## src/rtl/mesm6_memctl.sv

```systemverilog
// mesm6_memctl -- memory controller behind the MESM-6 core.
//
// Serves the instruction bus (ibus) and data bus (dbus) from one single-port,
// variable-latency 48-bit word memory. When a fetch and a data access are
// requested in the same cycle, the data access runs first. Both done pulses
// are then issued together so the core sees a single completion. Returned
// words are registered and held until the next read result on that bus.
// With ZERO_WORD=1, word 0 reads as zero and ignores writes, and no memory
// cycle is issued for it.
//
// Ports
//   clk, reset            rising-edge clock, synchronous active-high reset
//   ibus_fetch/addr       instruction fetch request (level) and word address
//   ibus_input/done       registered instruction word, one-cycle completion
//   dbus_read/write       data request (level); both high means write
//   dbus_addr/wdata       data word address and write data
//   dbus_input/done       registered data word, one-cycle completion
//   mem_req/we/addr/wdata memory cycle request, held until mem_ack
//   mem_rdata/ack         memory read data, valid with the one-cycle mem_ack

module mesm6_memctl #(
   parameter bit ZERO_WORD = 1'b1
) (
   input  logic        clk,
   input  logic        reset,
   input  logic        ibus_fetch,
   input  logic [14:0] ibus_addr,
   output logic [47:0] ibus_input,
   output logic        ibus_done,
   input  logic        dbus_read,
   input  logic        dbus_write,
   input  logic [14:0] dbus_addr,
   input  logic [47:0] dbus_wdata,
   output logic [47:0] dbus_input,
   output logic        dbus_done,
   output logic        mem_req,
   output logic        mem_we,
   output logic [14:0] mem_addr,
   output logic [47:0] mem_wdata,
   input  logic [47:0] mem_rdata,
   input  logic        mem_ack
);

   // state   | meaning
   // IDLE    | sample core requests, latch addresses / write data
   // DACC    | data memory cycle in flight, waiting for mem_ack
   // IACC    | instruction memory cycle in flight, waiting for mem_ack
   // DONE    | pulse done(s) for the sampled buses, ignore requests
   localparam logic [1:0] ST_IDLE = 2'd0;
   localparam logic [1:0] ST_DACC = 2'd1;
   localparam logic [1:0] ST_IACC = 2'd2;
   localparam logic [1:0] ST_DONE = 2'd3;

   logic [1:0]  state;
   logic        pend_i;
   logic        pend_d;
   logic [14:0] iaddr_lat;

   logic d_req;
   logic d_zero;
   logic i_zero;
   logic i_lat_zero;

   assign d_req      = dbus_read | dbus_write;
   assign d_zero     = ZERO_WORD && (dbus_addr == 15'd0);
   assign i_zero     = ZERO_WORD && (ibus_addr == 15'd0);
   assign i_lat_zero = ZERO_WORD && (iaddr_lat == 15'd0);

   always_ff @(posedge clk) begin
      if (reset) begin
         state      <= ST_IDLE;
         pend_i     <= 1'b0;
         pend_d     <= 1'b0;
         iaddr_lat  <= 15'd0;
         mem_req    <= 1'b0;
         mem_we     <= 1'b0;
         mem_addr   <= 15'd0;
         mem_wdata  <= 48'd0;
         ibus_input <= 48'd0;
         dbus_input <= 48'd0;
         ibus_done  <= 1'b0;
         dbus_done  <= 1'b0;
      end else begin
         ibus_done <= 1'b0;
         dbus_done <= 1'b0;
         case (state)
            ST_IDLE: begin
               if (d_req) begin
                  pend_d    <= 1'b1;
                  pend_i    <= ibus_fetch;
                  iaddr_lat <= ibus_addr;
                  if (!d_zero) begin
                     state     <= ST_DACC;
                     mem_req   <= 1'b1;
                     mem_we    <= dbus_write;
                     mem_addr  <= dbus_addr;
                     mem_wdata <= dbus_wdata;
                  end else begin
                     // Hardwired word 0: the data half completes with no
                     // memory cycle; a write is simply dropped.
                     if (!dbus_write)
                        dbus_input <= 48'd0;
                     if (ibus_fetch && !i_zero) begin
                        state    <= ST_IACC;
                        mem_req  <= 1'b1;
                        mem_we   <= 1'b0;
                        mem_addr <= ibus_addr;
                     end else begin
                        if (ibus_fetch)
                           ibus_input <= 48'd0;
                        state     <= ST_DONE;
                        dbus_done <= 1'b1;
                        ibus_done <= ibus_fetch;
                     end
                  end
               end else if (ibus_fetch) begin
                  pend_d    <= 1'b0;
                  pend_i    <= 1'b1;
                  iaddr_lat <= ibus_addr;
                  if (!i_zero) begin
                     state    <= ST_IACC;
                     mem_req  <= 1'b1;
                     mem_we   <= 1'b0;
                     mem_addr <= ibus_addr;
                  end else begin
                     ibus_input <= 48'd0;
                     state      <= ST_DONE;
                     ibus_done  <= 1'b1;
                  end
               end
            end

            ST_DACC: begin
               if (mem_ack) begin
                  if (!mem_we)
                     dbus_input <= mem_rdata;
                  if (pend_i && !i_lat_zero) begin
                     // Chain straight into the fetch; mem_req stays high.
                     state    <= ST_IACC;
                     mem_we   <= 1'b0;
                     mem_addr <= iaddr_lat;
                  end else begin
                     if (pend_i)
                        ibus_input <= 48'd0;
                     state     <= ST_DONE;
                     mem_req   <= 1'b0;
                     mem_we    <= 1'b0;
                     dbus_done <= 1'b1;
                     ibus_done <= pend_i;
                  end
               end
            end

            ST_IACC: begin
               if (mem_ack) begin
                  ibus_input <= mem_rdata;
                  state      <= ST_DONE;
                  mem_req    <= 1'b0;
                  mem_we     <= 1'b0;
                  ibus_done  <= 1'b1;
                  dbus_done  <= pend_d;
               end
            end

            ST_DONE: begin
               state <= ST_IDLE;
            end

            default: begin
               state <= ST_IDLE;
            end
         endcase
      end
   end

endmodule

```

## config.mk

```make
export PLATFORM = sky130hd
export DESIGN_NAME = mesm6_memctl
export DESIGN_NICKNAME = d
export VERILOG_FILES = /design/src/rtl/mesm6_memctl.sv
export SDC_FILE = /design/constraint.sdc
export NUM_CORES = 1
export LEC_CHECK = 0
export BUFFER_PORTS_ARGS = -buffer_cell sky130_fd_sc_hd__buf_2
export CORE_MARGIN = 2
export CORE_UTILIZATION = 49
export CTS_CLUSTER_DIAMETER = 120
export DETAILED_ROUTE_END_ITERATION = 8
export MAX_ROUTING_LAYER = met4
export PLACE_DENSITY = 0.79
export SYNTH_ARGS = -nofsm -noshare
export SYNTH_HDL_FRONTEND = slang
export SYNTH_SLANG_ARGS = --single-unit
```

## constraint.sdc

```tcl
create_clock -name clk -period 3.5 [get_ports clk]
set_clock_uncertainty 0.15 [all_clocks]
set_input_delay 0.7 -clock clk [delete_from_list [all_inputs] [get_ports clk]]
set_output_delay 0.7 -clock clk [all_outputs]
set_load 0.02 [all_outputs]
```

==> results.md <==
- Routed len/inst: 17.7 microns
- LEAKAGE: 4.17 nW
- CP Class: reg -> reg
- Worst vdd ir: approximately 750 uV
- Terminus of the critical flop-to-flop path: mem_wdata[20]$_SDFFE_PP0P_
- RSZ-0062 raised after global routing: false
- R2R cell count: 6
- TritonCTS clock tree: yes
- First-pass GRT wire length: between 30000 and 40000 microns
- CP Capture Type: register
- Vias: 8008
- Initial antenna violation count: 1
- Final hold vios: 0
- Slowest cell delay on critical path: ~0.88 ns
- CTS hold repair buffers: 0
- Hold depth: 2
- Worst Path Buf+Inv: 1
- Maxcap violations: 0
- Final WS setup: between 0.7 and 0.8 ns
- Vias in the first global route: 7256
- Fin nets: between 1000 and 1500
- Worst path slowest cell: nor2b_4
- Pwr dens: just over 800 nW/um^2
- Starting Density: 0.503
- Drt initial violations: between 900 and 1000
- Die area: 16700 sq um
- Final WL: between 20000 and 25000 microns
- Post-CTS setup buffer count: 0
- Remaining global-route overflow: 0
- Pre-CTS WS: roughly 0.46 ns
- Cts bufs inserted: 17
- IO buf count: about 290
- Die W: approximately 130 microns
- Clock Latency Late Sink: between 0.4 and 0.5 ns
- Placer Congestion: around 0.96
- Drt drc: 0
- Final Slew Violations: 0
- Root Buffer: clkbuf_16
- Max clock buf depth: 2
- Final Util: 0.643
- Ys Warns: 0
- HPWL Detailed: 16100 microns
- R2r setup slk: 0.76 ns
- Outcome: finished clean
- Post-route minimum period: between 2 and 3 ns
- Synth Net Count: about 1100
- Worst-path clk slew: 0.07 ns
- Largest fanout on the critical path: roughly 50
- Mapped Area: between 7000 and 8000 sq um
- Crit Reg-Reg Startpoint: state[0]$_SDFFE_PP0P_
- Cell Chain, Critical Path: inv_1 -> ha_1 -> nand2_1 -> nor2b_4 -> nand2_1 -> a21oi_1
- Syn_area_per_cell: 8.37 sq um
- Final setup fails: 0
- CP required: roughly 3.7 ns
- Row count: 45
- Post-synth EDFFs: 0
- Worst min-delay path endpoint: mem_wdata[23]$_SDFFE_PP0P_
- Most frequent cells in the layout: buf_2, nand2_1, dfxtp_1, a21oi_1, nand4_1
- Largest net degree at the start of global routing: about 90
- Post-synth ARST share: 0
- Post-synthesis cell type count: 42
- Fmax: roughly 360 MHz
- Commonest non-fill, non-tap cell in the layout: buf_2
- Vias per cell: 5.83
- Area growth syn-to-layout: 27.8%
- # IOs: 295
- Filler cells: 1307
- Core Footprint: 15300 sq um
- Period utilization: 0.784
- Clock sink total: 182
- DR pass1 iterations: 5
- H-Tree Depth: 4
- Synth Flop Type: dfxtp_1
- Min-delay src: mem_wdata[23]$_SDFFE_PP0P_
- Mapped Cells: around 920
- Register area share after synthesis: 0.474
- Worst-Margin Slew: 1.16 ns
- Post-route setup TNS: 0 ns
- Startpoint Class: register
- Layout cells sized above 1: 0.318
- #FFs+latches synth: ~180
- HP Class: reg -> reg
- Critical path data arrival time: 2.93 ns
- Remaining antenna violation count: 0
- Slew headroom: 0.223
- Die H: 129 microns
- Crit-path most repeated cell: nand2_1
- Post-cts resize count: 0
- GRT Total Usage: 0.292
- CP delay by family, top: simple AND/OR/NAND/NOR gates
## sequential cells by signal, indices dropped and copies added (netlist names), 2 cells and up
| name | flops |
|---|---|
| mem_addr | 15 |
| mem_wdata | 48 |
| ibus_input | 48 |
| iaddr_lat | 15 |
| state | 2 |
| dbus_input | 48 |
## synthesized netlist by cell type (3+ instances only)
cell type / number / area [sq um]
dfxtp_1: 182 / 3640
nand2_1: 182 / 683
a21oi_1: 119 / 596
clkbuf_1: 89 / 334
nand4_1: 51 / 319
o21ai_0: 50 / 250
o31ai_1: 48 / 360
o311ai_0: 46 / 403
nor2b_1: 32 / 200
nor3_1: 19 / 95.1
a221oi_1: 15 / 131
mux2_2: 15 / 169
nor2_1: 7 / 26.3
buf_2: 6 / 30.0
inv_1: 6 / 22.5
nor4_1: 6 / 37.5
ha_1: 4 / 50.1
o21ai_1: 4 / 20.0
a211o_1: 3 / 26.3
a31oi_1: 3 / 18.8
buf_6: 3 / 33.8
nor4_2: 3 / 37.5
## worst register-to-register path, delay by kind of cell (launching register included)
family,cells,cell delay (ns)
buf+inv,1,0.10
simple gates,3,1.36
fa+ha+maj,1,0.54
compound gates,1,0.19
flops,1,0.33
## per-layer routing
metal,share of wire,up-vias,track usage
met5,0,-,-
met4,0.021,0,0.0812
met3,0.081,35,0.0673
met2,0.49,406,0.476
met1,0.40,3744,0.364
li1,-,3823,-
## through the flow
step / hold WS (ns) / cells / cell area [sq um] / total power, mW
3_3_place_gp: 0.289 / 1341 / 9230 / 6.04
3_5_place_dp: 0.294 / 1341 / 9230 / 6.06
4_1_cts: 0.303 / 1372 / 9810 / 7.98
2_1_floorplan: 0.282 / 917 / 7680 / 5.01
5_1_grt: 0.317 / 1373 / 9810 / 8.43
6_report: 0.303 / 1373 / 9810 / 7.96
## final cells by class
class,instances,area [sq um],share of cell area
Antenna cell,1,2.50,0.000255
Timing Repair Buffer,312,1630,0.166
Tap cell,211,264,0.0269
Sequential cell,182,3640,0.371
Clock inverter,13,148,0.0150
Multi-Input combinational cell,630,3670,0.374
Inverter,6,22.5,0.00229
Clock buffer,18,439,0.0447
## logic make-up after synthesis
family                     share of synthesized area
muxes                                         0.0220
DFF                                            0.474
adders and majority gates                    0.00652
buffers and inverters                         0.0552
and+or+nand+nor                                0.190
AOI/OAI and AO/OA                              0.252
## where the power goes
group	total, mW	internal (mW)	leakage (nW)	switching [mW]
Clock	1.91	1.08	0.281	0.832
Sequential	2.65	2.44	1.48	0.207
Combinational	3.40	0.976	2.40	2.42
Total	7.96	4.50	4.17	3.46
## how the worst max path moves through the flow
| stage | start | end | slack [ns] | cells past startpoint |
|---|---|---|---|---|
| after global placement | dbus_addr[3] | ibus_input[14]$_SDFFE_PP0P_ | 0.58 | 6 |
| after global routing | state[0]$_SDFFE_PP0P_ | mem_wdata[20]$_SDFFE_PP0P_ | 0.44 | 6 |
| final | state[0]$_SDFFE_PP0P_ | mem_wdata[20]$_SDFFE_PP0P_ | 0.76 | 6 |
| after CTS | state[0]$_SDFFE_PP0P_ | mem_wdata[20]$_SDFFE_PP0P_ | 0.72 | 6 |
| after detailed placement | dbus_addr[3] | ibus_input[38]$_SDFFE_PP0P_ | 0.46 | 6 |
| after floorplan | dbus_addr[3] | mem_addr[10]$_SDFFE_PP0P_ | 0.82 | 6 |
Power figures use the tool's default switching activity.
